==> config.mk <==
export PLATFORM = sky130hd
export DESIGN_NAME = mc_ctrl_fsm
export DESIGN_NICKNAME = d
export VERILOG_FILES = /design/src/rtl/mc_pkg.sv /design/src/rtl/mc_mem_wait.sv /design/src/rtl/mc_ctrl_fsm.sv
export SDC_FILE = /design/constraint.sdc
export NUM_CORES = 1
export LEC_CHECK = 0
export CELL_PAD_IN_SITES_DETAIL_PLACEMENT = 1
export CELL_PAD_IN_SITES_GLOBAL_PLACEMENT = 2
export CORE_MARGIN = 5
export CORE_UTILIZATION = 26
export CTS_CLUSTER_DIAMETER = 50
export DETAILED_ROUTE_END_ITERATION = 10
export PLACE_DENSITY_LB_ADDON = 0.1
export SETUP_SLACK_MARGIN = 0.2
export SLEW_MARGIN = 20
export SYNTH_ARGS = -nofsm -noshare
export SYNTH_HDL_FRONTEND = slang
export SYNTH_SLANG_ARGS = --single-unit
==> constraint.sdc <==
create_clock -name clk -period 3 [get_ports clk]
set_clock_uncertainty 0.2 [all_clocks]
set_input_delay 0.6 -clock clk [delete_from_list [all_inputs] [get_ports clk]]
set_output_delay 0.6 -clock clk [all_outputs]
set_load 0.02 [all_outputs]
==> src/rtl/mc_pkg.sv <==
// rtl/mc_pkg.sv - shared state, opcode and datapath-select encodings for the multicycle control path
package mc_pkg;

    typedef enum logic [3:0] {
        ST_FETCH    = 4'd0,
        ST_DECODE   = 4'd1,
        ST_MEM_ADDR = 4'd2,
        ST_MEM_RD   = 4'd3,
        ST_MEM_WR   = 4'd4,
        ST_WB_MEM   = 4'd5,
        ST_EXEC_R   = 4'd6,
        ST_WB_R     = 4'd7,
        ST_EXEC_I   = 4'd8,
        ST_WB_I     = 4'd9,
        ST_BRANCH   = 4'd10,
        ST_JUMP     = 4'd11,
        ST_FAULT    = 4'd12
    } state_t;

    localparam logic [5:0] OP_RTYPE = 6'h00;
    localparam logic [5:0] OP_LW    = 6'h23;
    localparam logic [5:0] OP_SW    = 6'h2B;
    localparam logic [5:0] OP_BEQ   = 6'h04;
    localparam logic [5:0] OP_J     = 6'h02;
    localparam logic [5:0] OP_ADDI  = 6'h08;

    localparam logic [1:0] ALU_ADD   = 2'd0;
    localparam logic [1:0] ALU_SUB   = 2'd1;
    localparam logic [1:0] ALU_FUNCT = 2'd2;

    localparam logic [1:0] SRCB_RT      = 2'd0;
    localparam logic [1:0] SRCB_FOUR    = 2'd1;
    localparam logic [1:0] SRCB_IMM     = 2'd2;
    localparam logic [1:0] SRCB_IMM_SH2 = 2'd3;

    localparam logic [1:0] PCSRC_ALU    = 2'd0;
    localparam logic [1:0] PCSRC_ALUOUT = 2'd1;
    localparam logic [1:0] PCSRC_JUMP   = 2'd2;

    // States that own the shared memory port and therefore run the wait counter.
    function automatic logic is_mem_state(state_t s);
        return (s == ST_FETCH) || (s == ST_MEM_RD) || (s == ST_MEM_WR);
    endfunction

endpackage

==> src/rtl/mc_mem_wait.sv <==
// rtl/mc_mem_wait.sv - per-access wait counter with timeout detection for the shared memory port
module mc_mem_wait #(
    parameter int MEM_TIMEOUT = 16,
    parameter int TMO_W       = 5
) (
    input  logic clk,
    input  logic rst_n,
    input  logic i_en,
    input  logic i_clear,
    input  logic i_req,
    input  logic i_ready,
    output logic o_done,
    output logic o_timeout
);

    localparam logic [TMO_W-1:0] LAST_WAIT = TMO_W'(MEM_TIMEOUT - 1);

    logic [TMO_W-1:0] r_cnt;

    always_ff @(posedge clk or negedge rst_n) begin
        if (!rst_n) begin
            r_cnt <= '0;
        end else if (i_clear) begin
            r_cnt <= '0;
        end else if (i_en && i_req && !i_ready) begin
            r_cnt <= r_cnt + 1'b1;
        end
    end

    // Timeout fires on the wait cycle that would bring the count to MEM_TIMEOUT;
    // a ready in that same cycle completes the access instead.
    assign o_done    = i_req & i_ready;
    assign o_timeout = i_req & ~i_ready & (r_cnt == LAST_WAIT);

endmodule

==> src/rtl/mc_ctrl_fsm.sv <==
// rtl/mc_ctrl_fsm.sv - multicycle control FSM over a shared memory port; MC_CTRL_PERF_EN adds perf counters
module mc_ctrl_fsm
    import mc_pkg::*;
#(
    parameter int OPCODE_W    = 6,
    parameter int MEM_TIMEOUT = 16,
    parameter int TMO_W       = 5
`ifdef MC_CTRL_PERF_EN
    ,
    parameter int CNT_W       = 32
`endif
) (
    input  logic                clk,
    input  logic                rst,
    input  logic                run,
    input  logic [OPCODE_W-1:0] opcode,
    input  logic                zero,
    input  logic                mem_ready,
    output logic                mem_req,
    output logic                mem_we,
    output logic                iord,
    output logic                ir_write,
    output logic                pc_write,
    output logic                pc_write_cond,
    output logic [1:0]          pc_source,
    output logic [1:0]          alu_op,
    output logic                alu_src_a,
    output logic [1:0]          alu_src_b,
    output logic                reg_dst,
    output logic                mem_to_reg,
    output logic                reg_write,
    output logic                fault,
    output logic [3:0]          state_out
`ifdef MC_CTRL_PERF_EN
    ,
    output logic [CNT_W-1:0]    cyc_cnt,
    output logic [CNT_W-1:0]    instr_cnt
`endif
);

    state_t r_state;
    state_t w_next;
    logic   w_done;
    logic   w_timeout;
    logic   w_clear;
    logic   w_mem_state;
    logic   w_unused_zero;

    // The zero flag gates pc_write_cond inside the datapath, not here.
    assign w_unused_zero = zero;

    assign w_mem_state = is_mem_state(r_state);
    assign w_clear     = run && (w_next != r_state) && is_mem_state(w_next);

    mc_mem_wait #(
        .MEM_TIMEOUT(MEM_TIMEOUT),
        .TMO_W      (TMO_W)
    ) u_mem_wait (
        .clk      (clk),
        .rst_n    (rst),
        .i_en     (run),
        .i_clear  (w_clear),
        .i_req    (w_mem_state),
        .i_ready  (mem_ready),
        .o_done   (w_done),
        .o_timeout(w_timeout)
    );

    always_ff @(posedge clk or negedge rst) begin
        if (!rst) begin
            r_state <= ST_FETCH;
        end else begin
            r_state <= w_next;
        end
    end

    always_comb begin
        w_next = r_state;
        if (run) begin
            case (r_state)
                ST_FETCH: begin
                    if (w_done)         w_next = ST_DECODE;
                    else if (w_timeout) w_next = ST_FAULT;
                end
                ST_DECODE: begin
                    case (opcode)
                        OPCODE_W'(OP_RTYPE):               w_next = ST_EXEC_R;
                        OPCODE_W'(OP_LW), OPCODE_W'(OP_SW): w_next = ST_MEM_ADDR;
                        OPCODE_W'(OP_BEQ):                 w_next = ST_BRANCH;
                        OPCODE_W'(OP_J):                   w_next = ST_JUMP;
                        OPCODE_W'(OP_ADDI):                w_next = ST_EXEC_I;
                        default:                           w_next = ST_FAULT;
                    endcase
                end
                ST_MEM_ADDR: w_next = (opcode == OPCODE_W'(OP_SW)) ? ST_MEM_WR : ST_MEM_RD;
                ST_MEM_RD: begin
                    if (w_done)         w_next = ST_WB_MEM;
                    else if (w_timeout) w_next = ST_FAULT;
                end
                ST_MEM_WR: begin
                    if (w_done)         w_next = ST_FETCH;
                    else if (w_timeout) w_next = ST_FAULT;
                end
                ST_EXEC_R:  w_next = ST_WB_R;
                ST_EXEC_I:  w_next = ST_WB_I;
                ST_WB_MEM, ST_WB_R, ST_WB_I, ST_BRANCH, ST_JUMP: w_next = ST_FETCH;
                ST_FAULT:   w_next = ST_FAULT;
                default:    w_next = ST_FAULT;
            endcase
        end
    end

    // Outputs are forced low while reset is asserted so an access in flight drops at once.
    always_comb begin
        mem_req       = 1'b0;
        mem_we        = 1'b0;
        iord          = 1'b0;
        ir_write      = 1'b0;
        pc_write      = 1'b0;
        pc_write_cond = 1'b0;
        pc_source     = PCSRC_ALU;
        alu_op        = ALU_ADD;
        alu_src_a     = 1'b0;
        alu_src_b     = SRCB_RT;
        reg_dst       = 1'b0;
        mem_to_reg    = 1'b0;
        reg_write     = 1'b0;
        fault         = 1'b0;
        if (rst) begin
            case (r_state)
                ST_FETCH: begin
                    mem_req   = 1'b1;
                    alu_src_b = SRCB_FOUR;
                    ir_write  = run & mem_ready;
                    pc_write  = run & mem_ready;
                end
                ST_DECODE:   alu_src_b = SRCB_IMM_SH2;
                ST_MEM_ADDR: begin
                    alu_src_a = 1'b1;
                    alu_src_b = SRCB_IMM;
                end
                ST_MEM_RD: begin
                    mem_req = 1'b1;
                    iord    = 1'b1;
                end
                ST_MEM_WR: begin
                    mem_req = 1'b1;
                    mem_we  = 1'b1;
                    iord    = 1'b1;
                end
                ST_WB_MEM: begin
                    reg_write  = 1'b1;
                    mem_to_reg = 1'b1;
                end
                ST_EXEC_R: begin
                    alu_src_a = 1'b1;
                    alu_op    = ALU_FUNCT;
                end
                ST_WB_R: begin
                    reg_write = 1'b1;
                    reg_dst   = 1'b1;
                end
                ST_EXEC_I: begin
                    alu_src_a = 1'b1;
                    alu_src_b = SRCB_IMM;
                end
                ST_WB_I:     reg_write = 1'b1;
                ST_BRANCH: begin
                    alu_src_a     = 1'b1;
                    alu_op        = ALU_SUB;
                    pc_write_cond = 1'b1;
                    pc_source     = PCSRC_ALUOUT;
                end
                ST_JUMP: begin
                    pc_write  = 1'b1;
                    pc_source = PCSRC_JUMP;
                end
                ST_FAULT:    fault = 1'b1;
                default:     fault = 1'b1;
            endcase
        end
    end

    assign state_out = r_state;

`ifdef MC_CTRL_PERF_EN
    logic [CNT_W-1:0] r_cyc_cnt;
    logic [CNT_W-1:0] r_instr_cnt;

    always_ff @(posedge clk or negedge rst) begin
        if (!rst) begin
            r_cyc_cnt   <= '0;
            r_instr_cnt <= '0;
        end else begin
            if (run && (r_state != ST_FAULT)) begin
                r_cyc_cnt <= r_cyc_cnt + 1'b1;
            end
            if (run && (w_next == ST_FETCH) && (r_state != ST_FETCH)) begin
                r_instr_cnt <= r_instr_cnt + 1'b1;
            end
        end
    end

    assign cyc_cnt   = r_cyc_cnt;
    assign instr_cnt = r_instr_cnt;
`endif

endmodule
==> summary.txt, run 1 <==
RUN STATUS
----------------------------------------------------------------------------
Run status                                                      complete, no violations

ROUTING
----------------------------------------------------------------------------
DR DRC count                                                               0
Post-detailed-route wirelength per cell                              15.4 um
Via total after detailed routing                                        1136
Via density per instance                                                5.03
Wire length reported by the detailed router                          3470 um
Post-DRT Antenna Nets                                                      0
Count of TritonRoute iterations in the first routing pass                  4
Starting DRT DRC Count                                                    44

LAYOUT
----------------------------------------------------------------------------
Area growth from synthesis to layout                                   50.1%
Footprint of the multi-input gates                                   797 um2
Footprint of the flip-flops and latches                              225 um2
Share of post-route cells with drive strength above 1                  28.4%
Area of all placed cells without fillers                            1550 um2
Fill cell instance count of the final layout                             488
Most common cell after layout, fill and taps aside              sky130_fd_sc_hd__nor2_1
Antenna cell count                                                         0
Top library cells by usage in the layout, fill and taps aside   20 x sky130_fd_sc_hd__nor2_1, 18 x sky130_fd_sc_hd__buf_4, 13 x sky130_fd_sc_hd__nand2_1, 13 x sky130_fd_sc_hd__clkdlybuf4s50_1, 12 x sky130_fd_sc_hd__dlygate4sd2_1
Number of nets in the layout                                             190

WORST SETUP PATH
----------------------------------------------------------------------------
Critical path launch point type                                    input pin
Master of the slowest instance on the critical path             sky130_fd_sc_hd__clkdlybuf4s50_1
Critical path required time                                          2.91 ns
Type of the worst setup path                                       in -> reg
Maximum fanout count along the critical path                               5
Crit. End Element                                                   register
WP data arrival                                                      2.61 ns
Largest incremental delay on the critical path                       0.47 ns
Ordered list of cells on the worst path                         clkdlybuf4s50_1 > and3_2 > nand2_1 > o311ai_2 > nand3b_2 > mux2_4 > a32oi_4 > nor2_1

STA
----------------------------------------------------------------------------
Max-slew violation count                                                   0
Setup slack of the critical path after layout                       0.291 ns
Final count of negative-setup-slack endpoints                              0
Part of the cycle the worst path needs                                 90.3%
Hold Vio Cnt, Final                                                        0
Worst-case headroom to the max-slew limit                              61.5%
Setup repair after global routing missed its margin                      yes
Max Clock Freq                                                       369 MHz
Worst Hold Slack                                                    0.357 ns
Final critical-path required period                                  2.71 ns
Actual transition at the worst max-transition pin                   0.575 ns

PLACE
----------------------------------------------------------------------------
Pre-CTS setup slack                                                -0.107 ns
Routability Congestion                                                 0.839
Post-DP HPWL                                                         2680 um
PortBufs                                                                  30
Area after detailed placement                                       1460 um2

DIE
----------------------------------------------------------------------------
Initial cell density of the core                                       26.2%
Boundary Pins                                                             32
Site row count                                                            23
Core box area                                                       3940 um2
Chip height                                                          73.1 um
Horiz. Die Dim                                                       73.1 um
Total die area                                                      5340 um2

POWER AND IR DROP
----------------------------------------------------------------------------
Peak supply drop                                                  0.000341 V
Power density over the cells                                      756 nW/um2
P_leak                                                              0.686 nW

LOGIC SYNTHESIS
----------------------------------------------------------------------------
Net count of the mapped netlist                                          146
Per-instance average area after synthesis                           7.78 um2
Mapped Area                                                         1030 um2
Number of library cell types mapped by synthesis                          51
Number of warning messages in the yosys log                                0
Seq/Total Area, Yosys                                                  21.8%
Number of flip-flops and latches in the synthesized netlist                9
Post-Syn Instances                                                       133

CLOCK TREE
----------------------------------------------------------------------------
Clock insertion delay at the later pin of the skew report            0.23 ns
Clock tree buffer depth                                                    2
Maximum level of the CTS H-tree                                            1
Clock transition at the registers of the reported paths              0.04 ns
Number of sinks handled by clock tree synthesis                            9
Number of buffers added by the clock tree synthesis step                   3
Number of hold buffers added after cts                                     0
CTS tree                                                                 yes
Root buffer cell                                                sky130_fd_sc_hd__clkbuf_8

GLOBAL ROUTING
----------------------------------------------------------------------------
Combined global-route utilization of all metal layers                  13.5%
Global-route wire length before repair                               5690 um
Vias in the first global route                                          1203
Antenna violations before repair                                           0
Maximum number of pins on one net before global-route repair              23
Final global-route overflow total                                          0

HOLD PATH
----------------------------------------------------------------------------
Worst hold-check path type                                        reg -> reg

RUN
----------------------------------------------------------------------------
# Max-Cap Violations                                                       0

## cell type report
type	count	area share, %
timing repair buffer	48	25.8
tap	50	4.03
multi-input combinational	109	51.3
inverter	6	1.45
clock buffer	4	2.90
sequential	9	14.5
## power by group
part | leakage (nW) | internal (mW) | switching [mW]
sequential | 0.118 | 0.163 | 0.0294
combinational | 0.545 | 0.349 | 0.496
clock | 0.0228 | 0.0923 | 0.0449
## through the flow
step | std cells | power, mW | setup TNS, ns | util [%]
2_1_floorplan | 133 | 0.752 | 0 | -
3_3_place_gp | 221 | 1.00 | -0.138 | 37.1
3_5_place_dp | 221 | 1.01 | -0.410 | 37.1
4_1_cts | 225 | 1.14 | 0 | 37.9
5_1_grt | 226 | 1.27 | 0 | 39.4
6_report | 226 | 1.17 | 0 | 39.4
## registers in the layout, indices dropped and copies added, names as in the netlist
signal	flops
state_out	4
u_mem_wait.r_cnt	5
## worst max-delay path: cells and delay by family
kind | cells | cell delay (ns)
buf+inv | 1 | 0.47
simple gates | 4 | 0.59
mux | 1 | 0.32
compound gates | 2 | 0.63
## cell usage after synthesis, drive strengths merged
library cell / count / area (um2)
a21oi: 8 / 40.0
o32ai: 2 / 36.3
a31oi: 2 / 12.5
and4b: 1 / 10.0
o211ai: 3 / 22.5
a211oi: 2 / 20.0
o2111a: 1 / 11.3
nand3: 2 / 10.0
o211a: 1 / 10.0
nor3: 8 / 45.0
mux2i: 1 / 10.0
o21a: 2 / 16.3
ha: 2 / 25.0
and3b: 1 / 8.76
or3: 1 / 6.26
nor2: 20 / 75.1
nor4b: 2 / 23.8
o311ai: 1 / 8.76
a22o: 1 / 8.76
dfrtp: 9 / 225
xnor2: 3 / 26.3
nand2: 14 / 60.1
nor4: 1 / 6.26
o32a: 1 / 10.0
nand4: 3 / 18.8
clkbuf: 2 / 7.51
and3: 4 / 25.0
nand4b: 1 / 8.76
xor2: 3 / 26.3
nor2b: 2 / 12.5
o31ai: 3 / 27.5
mux2: 1 / 15.0
or2: 3 / 18.8
and2: 1 / 6.26
nand3b: 1 / 11.3
a32oi: 1 / 16.3
buf: 7 / 56.3
o21ai: 6 / 33.8
inv: 6 / 22.5
## timing repair
item / in CTS / in global routing
buffers inserted: 0 / 1
gates resized for setup: 20 / 21
pin swaps: 2 / 6
setup endpoints to repair: 22 / 14
## per-layer routing
metal | wire (um) | track usage [%] | part of all wire, % | up-vias
met5 | 0 | 0 | 0 | -
met4 | 44 | 3.89 | 1.3 | 0
met3 | 190 | 2.62 | 5.5 | 4
met2 | 1800 | 24.2 | 52 | 33
met1 | 1440 | 16.0 | 41 | 531
li1 | - | - | - | 568
## logic make-up (layout without fill, tap and decap cells)
kind of cell | Yosys count | count (layout) | share of synthesized area (%)
muxes | 2 | 2 | 2.42
buffers and inverters | 15 | 58 | 8.34
AOI/OAI and AO/OA | 34 | 34 | 26.5
and+or+nand+nor | 65 | 65 | 33.5
DFF | 9 | 9 | 21.8
adders and majority gates | 2 | 2 | 2.42
xor gates and xnor gates | 6 | 6 | 5.08
## worst paths after layout
| path | cells past startpoint | start | end | slack [ns] |
|---|---|---|---|---|
| min in group asynchronous | 2 | rst | state_out[0] | 0.51 |
| max in group asynchronous | 2 | rst | u_mem_wait.r_cnt[1] | 1.93 |
| min reg2reg | 2 | u_mem_wait.r_cnt[3] | u_mem_wait.r_cnt[3] | 0.36 |
| max | 8 | opcode[5] | u_mem_wait.r_cnt[2] | 0.29 |
| min | 2 | u_mem_wait.r_cnt[3] | u_mem_wait.r_cnt[3] | 0.36 |
| max reg2reg | 10 | u_mem_wait.r_cnt[0] | u_mem_wait.r_cnt[2] | 0.35 |
Power figures use the tool's default switching activity.
==> run 2: changes to the inputs <==
- CORE_UTILIZATION: 26 -> 23
- clock period: 3 -> 2.3 ns (I/O delays scaled with it)
==> run 2 against run 1 <==
Compared with the run above:
- the flow now finishes with violations (negative setup slack)
- via count is 14% higher
- final cell count is 16% higher
- critical path depth is 2 higher
- sequential power is 40% higher
- first-iteration DRC count is 34% lower
- non-clock buffer count is 35 higher
- sequential share of layout area is 2.8 points lower
- highest routed layer unchanged
==> summary.txt, run 2 (synthesis gave the netlist of run 1 again) <==
PLACE
----------------------------------------------------------------------------
Area after detailed placement                                       1750 um2   +19%
Routability Congestion                                                 0.840   about the same
Post-DP HPWL                                                         3380 um   +26%
Pre-CTS setup slack                                                -0.542 ns   -0.435 ns
PortBufs                                                                  30   unchanged
Total instance count after detailed placement                            248   +12%

WORST SETUP PATH
----------------------------------------------------------------------------
WP buf/inv                                                                 0   -1
Crit. End Element                                                   register
Critical path launch point type                                     register
Ordered list of cells on the worst path                         ha_2 > and3_4 > ha_4 > or3_4 > o32ai_2 > a31oi_1 > o31ai_2 > nand4_1 > a32oi_4 > nor2_1
Top delay family on crit path                                   simple AND/OR/NAND/NOR gates
Setup crit start                                                u_mem_wait.r_cnt[1]
WP data arrival                                                      2.45 ns   -0.16 ns
Maximum fanout count along the critical path                               7   +2
Startpoint of the lowest-slack register-to-register path        u_mem_wait.r_cnt[1]
Master of the slowest instance on the critical path             sky130_fd_sc_hd__dfrtp_1
Largest incremental delay on the critical path                       0.38 ns   -0.09 ns
Critical path required time                                          2.20 ns   -0.71 ns
Type of the worst setup path                                      reg -> reg

STA
----------------------------------------------------------------------------
Worst Hold Slack                                                    0.343 ns   -0.0148 ns
Hold Vio Cnt, Final                                                        0   unchanged
Final critical-path required period                                  2.55 ns
Part of the cycle the worst path needs                                  111%
Final count of negative-setup-slack endpoints                              5   +5
Setup slack of the critical path after layout                      -0.248 ns   -0.540 ns
Total negative slack                                                -1.20 ns   -1.20 ns
Max-slew violation count                                                   0   unchanged
Worst-case headroom to the max-slew limit                              78.6%   +17 points
Actual transition at the worst max-transition pin                   0.319 ns   -0.255 ns
Max Clock Freq                                                       392 MHz
Setup repair after global routing missed its margin                      yes

LAYOUT
----------------------------------------------------------------------------
Register name with the most flops                               u_mem_wait.r_cnt
Area growth from synthesis to layout                                   88.5%
Share of post-route cells with drive strength above 1                  56.9%   +28 points
Area of all placed cells without fillers                            1950 um2   +26%
Antenna cell count                                                         0   unchanged
Top library cells by usage in the layout, fill and taps aside   55 x sky130_fd_sc_hd__buf_4, 14 x sky130_fd_sc_hd__nor2_1, 9 x sky130_fd_sc_hd__nand2_1
Fin util                                                               44.8%   +5.4 points
Number of nets in the layout                                             225   +18%
Most common cell after layout, fill and taps aside              sky130_fd_sc_hd__buf_4
Fill cell instance count of the final layout                             531   +8.8%
Flip-flop count of the largest register after layout                       5   unchanged
Final cell count without fillers                                         263   +16%

RUN STATUS
----------------------------------------------------------------------------
Failing checks                                                  negative setup slack
Run status                                                      finished with violations

CLOCK TREE
----------------------------------------------------------------------------
CTS tree                                                                 yes
Clock insertion delay at the later pin of the skew report            0.23 ns   about the same
Root buffer cell                                                sky130_fd_sc_hd__clkbuf_8
Number of sinks handled by clock tree synthesis                            9   unchanged
Number of hold buffers added after cts                                     0   unchanged
Number of buffers added by the clock tree synthesis step                   3   unchanged
Clock transition at the registers of the reported paths              0.04 ns   about the same
Maximum level of the CTS H-tree                                            1   unchanged
Clock tree buffer depth                                                    2   unchanged

DIE
----------------------------------------------------------------------------
Core box area                                                       4350 um2   +10%
Horiz. Die Dim                                                       77.1 um   +5.5%
Chip height                                                          77.1 um   +5.5%
Site row count                                                            24   +4.3%
Boundary Pins                                                             32   unchanged
Initial cell density of the core                                       23.8%   -2.5 points
Total die area                                                      5940 um2   +11%

POWER AND IR DROP
----------------------------------------------------------------------------
Power density over the cells                                     1020 nW/um2   +34%
P_leak                                                              0.903 nW   +32%
Power, Total                                                         1.98 mW   +69%
Peak supply drop                                                  0.000393 V   +15%

RUN
----------------------------------------------------------------------------
# Max-Cap Violations                                                       0   unchanged

GLOBAL ROUTING
----------------------------------------------------------------------------
Final global-route overflow total                                          0   unchanged
Maximum number of pins on one net before global-route repair              13   -43%
Vias in the first global route                                          1533   +27%
Antenna violations before repair                                           0   unchanged
Combined global-route utilization of all metal layers                  14.9%   +1.5 points
Global-route wire length before repair                               7380 um   +30%

ROUTING
----------------------------------------------------------------------------
Post-DRT Antenna Nets                                                      0   unchanged
Via total after detailed routing                                        1300   +14%
Wire length reported by the detailed router                          4290 um   +23%
Post-detailed-route wirelength per cell                              16.3 um   +6.1%
Count of TritonRoute iterations in the first routing pass                  4   unchanged
Via density per instance                                                4.94   -1.7%
Starting DRT DRC Count                                                    29   -34%
DR DRC count                                                               0   unchanged

HOLD PATH
----------------------------------------------------------------------------
Worst hold-check path type                                       in -> async

## run 2: path summary, 6_finish.rpt
check                           cells past startpoint                  end  slack, ns
worst min-delay path                                4         state_out[3]       0.34
max in group asynchronous                           4         state_out[2]       1.41
worst max register to register                     10  u_mem_wait.r_cnt[2]      -0.25
min in group clk                                    2  u_mem_wait.r_cnt[4]       0.40
worst max-delay path                               10  u_mem_wait.r_cnt[2]      -0.25
worst min register to register                      2  u_mem_wait.r_cnt[4]       0.40
## run 2: final cells by class
type                            instances  area, um2  share of cell area [%]
Tap cell                               52       65.1                    3.34
Sequential cell                         9        229                    11.7
Timing Repair Buffer                   83        689                    35.3
Inverter                                6       25.0                    1.28
Multi-Input combinational cell        109        897                    46.0
Clock buffer                            4       45.0                    2.31
## run 2: tightest hold or removal path: cells and delay by family
kind,cells,cell delay (ns)
buf+inv,4,0.66
## run 2: power by group
part           internal, mW  total (mW)  switching [mW]
registers             0.216       0.269          0.0534
logic                 0.762        1.53           0.773
clock network         0.120       0.179          0.0582
## run 2: what timing repair did
action	4_1_cts	5_1_grt
resized for setup	88	28
endpoints found under the setup margin	25	22
pin swaps	19	14
setup buffers	9	2
endpoints found under the hold margin	0	0
## run 2: routing by layer
metal	track usage (%)	part of all wire (%)
met1	16.6	40
met2	29.0	56
met3	3.40	3.5
met4	2.23	0.19
met5	0	0
==> run 3: changes to the inputs <==
- SLEW_MARGIN: 20 -> 10
==> results of run 3 <==
Final layout, timing and power as in run 2 (identical DEF).
